## src/rtl/seven_seg_scan_driver.sv

```systemverilog
`default_nettype none
// ============================================================================
// Module      : seven_seg_scan_driver
// Description : Time-multiplexed NUM_DIGITS x 7-segment display driver.
//               Scans double-buffered 4-bit digit values onto a shared
//               active-low segment bus with active-low per-digit anodes.
//               New values loaded via 'load' are committed only at a frame
//               boundary, so a frame is never torn.
// Ports       : clk        - system clock
//               rst_n      - synchronous active-low reset
//               digits_in  - 4*NUM_DIGITS digit values, [3:0] = digit 0
//               dp_in      - per-digit decimal point request (1 = on)
//               load       - 1-cycle strobe capturing digits_in/dp_in
//               enable     - 1 = scan, 0 = display dark (state held)
//               seg_n      - segments {a,b,c,d,e,f,g}, active-low
//               dp_n       - decimal point, active-low
//               an_n       - digit enables, active-low
//               frame_done - 1-cycle pulse when the last slot ends
// Options     : define LEADING_ZERO_BLANK_EN to blank leading zero digits
// Revision    : 1.0 - initial release
// ============================================================================
module seven_seg_scan_driver #(
  parameter int NUM_DIGITS   = 4,
  parameter int CLK_DIV      = 50000,
  parameter int BLANK_CYCLES = 2,
  parameter int HEX_EN       = 0
) (
  input  logic                    clk,
  input  logic                    rst_n,
  input  logic [4*NUM_DIGITS-1:0] digits_in,
  input  logic [NUM_DIGITS-1:0]   dp_in,
  input  logic                    load,
  input  logic                    enable,
  output logic [6:0]              seg_n,
  output logic                    dp_n,
  output logic [NUM_DIGITS-1:0]   an_n,
  output logic                    frame_done
);

  localparam int IDX_W = (NUM_DIGITS > 1) ? $clog2(NUM_DIGITS) : 1;
  localparam int PS_W  = $clog2(CLK_DIV);
  localparam logic [IDX_W-1:0] LAST_IDX = IDX_W'(NUM_DIGITS - 1);
  localparam logic [PS_W-1:0]  LAST_PS  = PS_W'(CLK_DIV - 1);
  localparam logic [6:0]       SEG_OFF  = 7'h7F;

  logic [PS_W-1:0]         prescaler;
  logic [IDX_W-1:0]        index;
  logic [4*NUM_DIGITS-1:0] pending_digits;
  logic [NUM_DIGITS-1:0]   pending_dp;
  logic                    pending_valid;
  logic [4*NUM_DIGITS-1:0] active_digits;
  logic [NUM_DIGITS-1:0]   active_dp;

  logic       terminal;
  logic       wrap;
  logic       slot_blank;
  logic       digit_blank;
  logic [3:0] cur_digit;
  logic       cur_dp;

  // Active-low {a..g} decode; codes 10-15 are letters only when HEX_EN=1.
  function automatic logic [6:0] decode(input logic [3:0] v);
    logic [6:0] s;
    case (v)
      4'd0:    s = 7'b0000001;
      4'd1:    s = 7'b1001111;
      4'd2:    s = 7'b0010010;
      4'd3:    s = 7'b0000110;
      4'd4:    s = 7'b1001100;
      4'd5:    s = 7'b0100100;
      4'd6:    s = 7'b0100000;
      4'd7:    s = 7'b0001111;
      4'd8:    s = 7'b0000000;
      4'd9:    s = 7'b0000100;
      4'd10:   s = 7'b0001000;
      4'd11:   s = 7'b1100000;
      4'd12:   s = 7'b0110001;
      4'd13:   s = 7'b1000010;
      4'd14:   s = 7'b0110000;
      default: s = 7'b0111000;
    endcase
    if (HEX_EN == 0 && v > 4'd9) begin
      s = SEG_OFF;
    end
    return s;
  endfunction

  always_comb begin
    terminal  = (prescaler == LAST_PS);
    wrap      = enable && terminal && (index == LAST_IDX);
    cur_digit = active_digits[{index, 2'b00} +: 4];
    cur_dp    = active_dp[index];
  end

  // Anti-ghost window at the start of each slot; absent when BLANK_CYCLES=0.
  generate
    if (BLANK_CYCLES == 0) begin : g_no_blank
      assign slot_blank = 1'b0;
    end else begin : g_blank
      assign slot_blank = (prescaler < PS_W'(BLANK_CYCLES));
    end
  endgenerate

`ifdef LEADING_ZERO_BLANK_EN
  // A digit is a leading zero when it and every higher digit are zero with
  // no decimal point requested. Digit 0 always shows.
  logic [NUM_DIGITS-1:0] lz_mask;
  logic                  seen;
  always_comb begin
    seen    = 1'b0;
    lz_mask = '0;
    for (int i = NUM_DIGITS - 1; i >= 1; i--) begin
      seen       = seen | (active_digits[4*i +: 4] != 4'd0) | active_dp[i];
      lz_mask[i] = ~seen;
    end
  end
  assign digit_blank = lz_mask[index];
`else
  assign digit_blank = 1'b0;
`endif

  always_ff @(posedge clk) begin
    if (!rst_n) begin
      prescaler      <= '0;
      index          <= '0;
      pending_digits <= '0;
      pending_dp     <= '0;
      pending_valid  <= 1'b0;
      active_digits  <= '0;
      active_dp      <= '0;
      seg_n          <= SEG_OFF;
      dp_n           <= 1'b1;
      an_n           <= '1;
      frame_done     <= 1'b0;
    end else begin
      frame_done <= wrap;

      if (enable) begin
        prescaler <= terminal ? '0 : prescaler + 1'b1;
        if (terminal) begin
          index <= (index == LAST_IDX) ? '0 : index + 1'b1;
        end
        seg_n <= (slot_blank || digit_blank) ? SEG_OFF : decode(cur_digit);
        dp_n  <= digit_blank ? 1'b1 : ~cur_dp;
        an_n  <= slot_blank ? '1 : ~(NUM_DIGITS'(1) << index);
      end else begin
        seg_n <= SEG_OFF;
        dp_n  <= 1'b1;
        an_n  <= '1;
      end

      // Commit at the frame wrap; a load on that same edge bypasses pending.
      if (wrap) begin
        if (load) begin
          active_digits <= digits_in;
          active_dp     <= dp_in;
        end else if (pending_valid) begin
          active_digits <= pending_digits;
          active_dp     <= pending_dp;
        end
        pending_valid <= 1'b0;
      end else if (load) begin
        pending_digits <= digits_in;
        pending_dp     <= dp_in;
        pending_valid  <= 1'b1;
      end
    end
  end

endmodule
`default_nettype wire

```

## config.mk

```make
export PLATFORM = sky130hd
export DESIGN_NAME = seven_seg_scan_driver
export DESIGN_NICKNAME = d
export VERILOG_FILES = /design/src/rtl/seven_seg_scan_driver.sv
export SDC_FILE = /design/constraint.sdc
export NUM_CORES = 1
export LEC_CHECK = 0
export ABC_CLOCK_PERIOD_IN_PS = 2300
export BUFFER_PORTS_ARGS = -buffer_cell sky130_fd_sc_hd__buf_2
export CORE_ASPECT_RATIO = 1.25
export CORE_UTILIZATION = 50
export CTS_CLUSTER_SIZE = 12
export DETAILED_ROUTE_END_ITERATION = 10
export HOLD_SLACK_MARGIN = 0.12
export PLACE_DENSITY = 0.79
export SYNTH_ARGS = -nofsm -noshare
export SYNTH_HDL_FRONTEND = slang
export SYNTH_SLANG_ARGS = --single-unit
```

## constraint.sdc

```tcl
create_clock -name clk -period 2.3 [get_ports clk]
set_input_delay 0 -clock clk [delete_from_list [all_inputs] [get_ports clk]]
set_output_delay 0 -clock clk [all_outputs]
set_load 0.01 [all_outputs]
```

==> flow_metrics.tcl <==
set metrics [dict create \
    outcome "finished, final reports clean" \
    grt_max_degree 46 \
    synth_common_cells "dfxtp_1 (72), nand2_1 (53), mux2i_1 (43)" \
    final_cells 504 \
    yosys_most_used_dff "dfxtp_1" \
    intPower_w 0.00186 \
    ys_async_sr_fraction_pct 0 \
    relSlewSlack_pct 53.9 \
    dp_cells 465 \
    crit_chain "mux4_2, inv_1, ha_1, nor2_1, o21ai_1, and2_1, o211ai_1" \
    die_area_um2 7050 \
    hold_viol_final 0 \
    finalSetupViolCount 0 \
    routed_wl_um 6780 \
    synth_adder_area_share_pct 4.10 \
    clock_latency_ns 0.35 \
    swShare_pct 23.5 \
    grt_pass1_vias 2606 \
    rows 33 \
    end_kind "register" \
    ant_nets 0 \
    synth_edf_count 0 \
    layout-drive-gt1-share_pct 17.3 \
    syn_inst 359 \
    min_period_ns 2.08 \
    synth.mux.area_fraction_pct 16.8 \
    yosysWarnings 0 \
    hold_buffers 23 \
    yosysMostFrequentCell "dfxtp_1" \
    path_clk_slew_ns 0.07 \
    combPwrFrac_pct 7.5 \
    synth.distinct_cells 37 \
    drt-pass1-iter-count 4 \
    n_fill_cell 579 \
    multi_input_area_um2 1770 \
    crit_fanout 7 \
    power_frac_clock_pct 39.4 \
    avgSynthCellArea_um2 9.35 \
    post-place-ws_ns 0.227 \
    synth_top_area_share_pct 42.9 \
    layout.nets 447 \
    syn-num-nets 394 \
    max-cap-violations 0 \
    coreArea_um2 6520 \
    wire_per_inst_um 13.4 \
    antennaDiodeCount 0 \
    numCtsBuffers 9 \
    grt_overflow 0 \
    seq_power_share_pct 53.1 \
    syn-cell-area_um2 3360 \
    worst_slew_pin_slew_ns 0.690 \
    leakage_nw 1.59 \
    drtIter0Drc 162 \
    cts_tree "yes" \
    antenna_found_initial 0 \
    rsz0062_at_grt "no" \
    grt_pass1_wl_um 11700 \
    fin_skew_ns 0.00606 \
    ir_worst_vdd_uv 419 \
    groute.usage.overall_pct 21.8 \
    place.port_buffers 36 \
    yosys.area_share.simple_pct 15.7 \
    p_total_w 0.00244 \
    cts-root-buf "clkbuf_8" \
    whs_ns 0.443 \
    p_switching_w 0.000572 \
    cp.arrival_ns 2.31 \
    cts.sinks 72 \
    max_stage_delay_ns 0.60 \
    vias_per_cell 5.30 \
    drv_slew 0 \
    htree_levels 3 \
    synth_top_family_by_area "multiplexers" \
    post_cts_resized 0 \
    max_clock_freq_ghz 0.480 \
    yosysTopAreaCell "dfxtp_1" \
    required_ns 2.52 \
    crit_path_start_kind "register" \
    routabilityCongestion 0.827 \
    fp.dieH_um 93.6 \
    critPathSlowestCell "mux4_2" \
    setup_tns_ns 0 \
    synth_compound_area_share_pct 11.7 \
    post-route-period-util_pct 90.6 \
    worst_slack_ns 0.216 \
    ys_seq_area_share_pct 42.9 \
    ys_seq_elements 72 \
    synth_area_leaders "dfxtp_1 (43%), mux2i_1 (13%), nand2_1 (5.9%)" \
    regArea_um2 1440 \
    clk_path_buf_depth 2 \
    path_class "reg -> reg" \
    cp_top_family "multiplexers" \
    hp-class "in -> reg" \
    areaGrowthSynthToFinish_pct 20.2 \
    io_pins 37 \
    cp_num_buf_inv 1 \
    start_util_pct 51.5 \
    synth-xor-area-share_pct 3.91 \
    die_x_um 75.3 \
    drcViolationCount 0 \
    powerDensity_nw_per_um2 604 \
    post_cts_buffers 0 \
    vias 2669 \
    dpl.hpwl_um 4590 \
]
-- registers in the layout, summed over array words and instances (netlist names) --
signal	count
pending_dp	4
active_dp	4
pending_digits	16
index	2
frame_done	1
an_n	4
active_digits	16
seg_n	7
dp_n	1
prescaler	16
pending_valid	1
-- metrics by stage --
step                      utilization [%]  cell area (µm²)
final                                61.9             4040
after detailed placement             55.4             3620
after global placement               55.4             3620
after global routing                 61.9             4040
after floorplan                         -             3360
after CTS                            61.9             4040
-- power by group through the flow --
stage               clock (W)  combinational [W]  sequential, W
floorplan                   0           0.000105        0.00132
global placement            0           0.000150        0.00132
detailed placement          0           0.000154        0.00132
CTS                  0.000982           0.000184        0.00129
global route          0.00103           0.000204        0.00130
finish               0.000960           0.000184        0.00129
-- placed cells by master, fill, tap and decap left out, types with 3 or more instances in the layout --
cell type | synthesis | routed
clkbuf_8 | 0 | 9
and3_1 | 3 | 3
dlygate4sd3_1 | 0 | 23
xor2_1 | 6 | 6
nand4_1 | 6 | 6
nand2_1 | 53 | 53
buf_2 | 15 | 36
a21oi_1 | 4 | 4
mux2i_1 | 43 | 43
nand3_1 | 8 | 8
nor4_1 | 8 | 8
nor2_1 | 23 | 23
o21ai_0 | 3 | 3
xnor2_1 | 9 | 9
ha_1 | 11 | 11
o21ai_1 | 4 | 4
a31oi_1 | 21 | 20
buf_4 | 0 | 11
inv_1 | 10 | 10
dfxtp_1 | 72 | 72
mux4_2 | 5 | 5
a211oi_1 | 20 | 20
clkinv_2 | 0 | 3
-- kinds of logic after synthesis --
group / after synthesis
buffers and inverters: 38
flip-flops: 72
XOR/XNOR: 15
AND/OR/NAND/NOR: 114
AO/OA/AOI/OAI: 59
multiplexers: 50
adder cells (fa/ha/maj): 11
-- path summary, 6_finish.rpt --
check	endpoint	from	depth (start not counted)	slack, ns
worst max-delay path	seg_n[5]	index[0]	7	0.22
worst min-delay path	pending_digits[5]	digits_in[5]	4	0.44
worst max register to register	seg_n[5]	index[0]	7	0.22
worst min register to register	pending_digits[5]	pending_digits[5]	2	0.46
-- per-layer routing --
metal	part of all wire, %	vias to the layer above	wire [µm]	GRT usage (%)
met5	0	-	0	0
met4	2.5	0	167	10.8
met3	2.9	13	198	4.63
met2	50	41	3360	36.4
met1	45	1233	3050	25.9
li1	-	1382	-	-
-- area by class of cell --
class	instances	area share, %
multi-input cells	249	43.8
clock inverters	6	1.49
flip-flops and latches	72	35.7
inverters	10	0.930
repair buffers	70	12.2
clock buffers	10	3.16
well taps	87	2.70
-- worst register-to-register path, delay by kind of cell (launching register included) --
kind            cells  cell delay (ns)
mux                 1             0.60
flops               1             0.44
simple gates        2             0.31
compound gates      2             0.23
fa+ha+maj           1             0.22
buf+inv             1             0.16
Note: power is estimated with default switching activity, not from simulation.
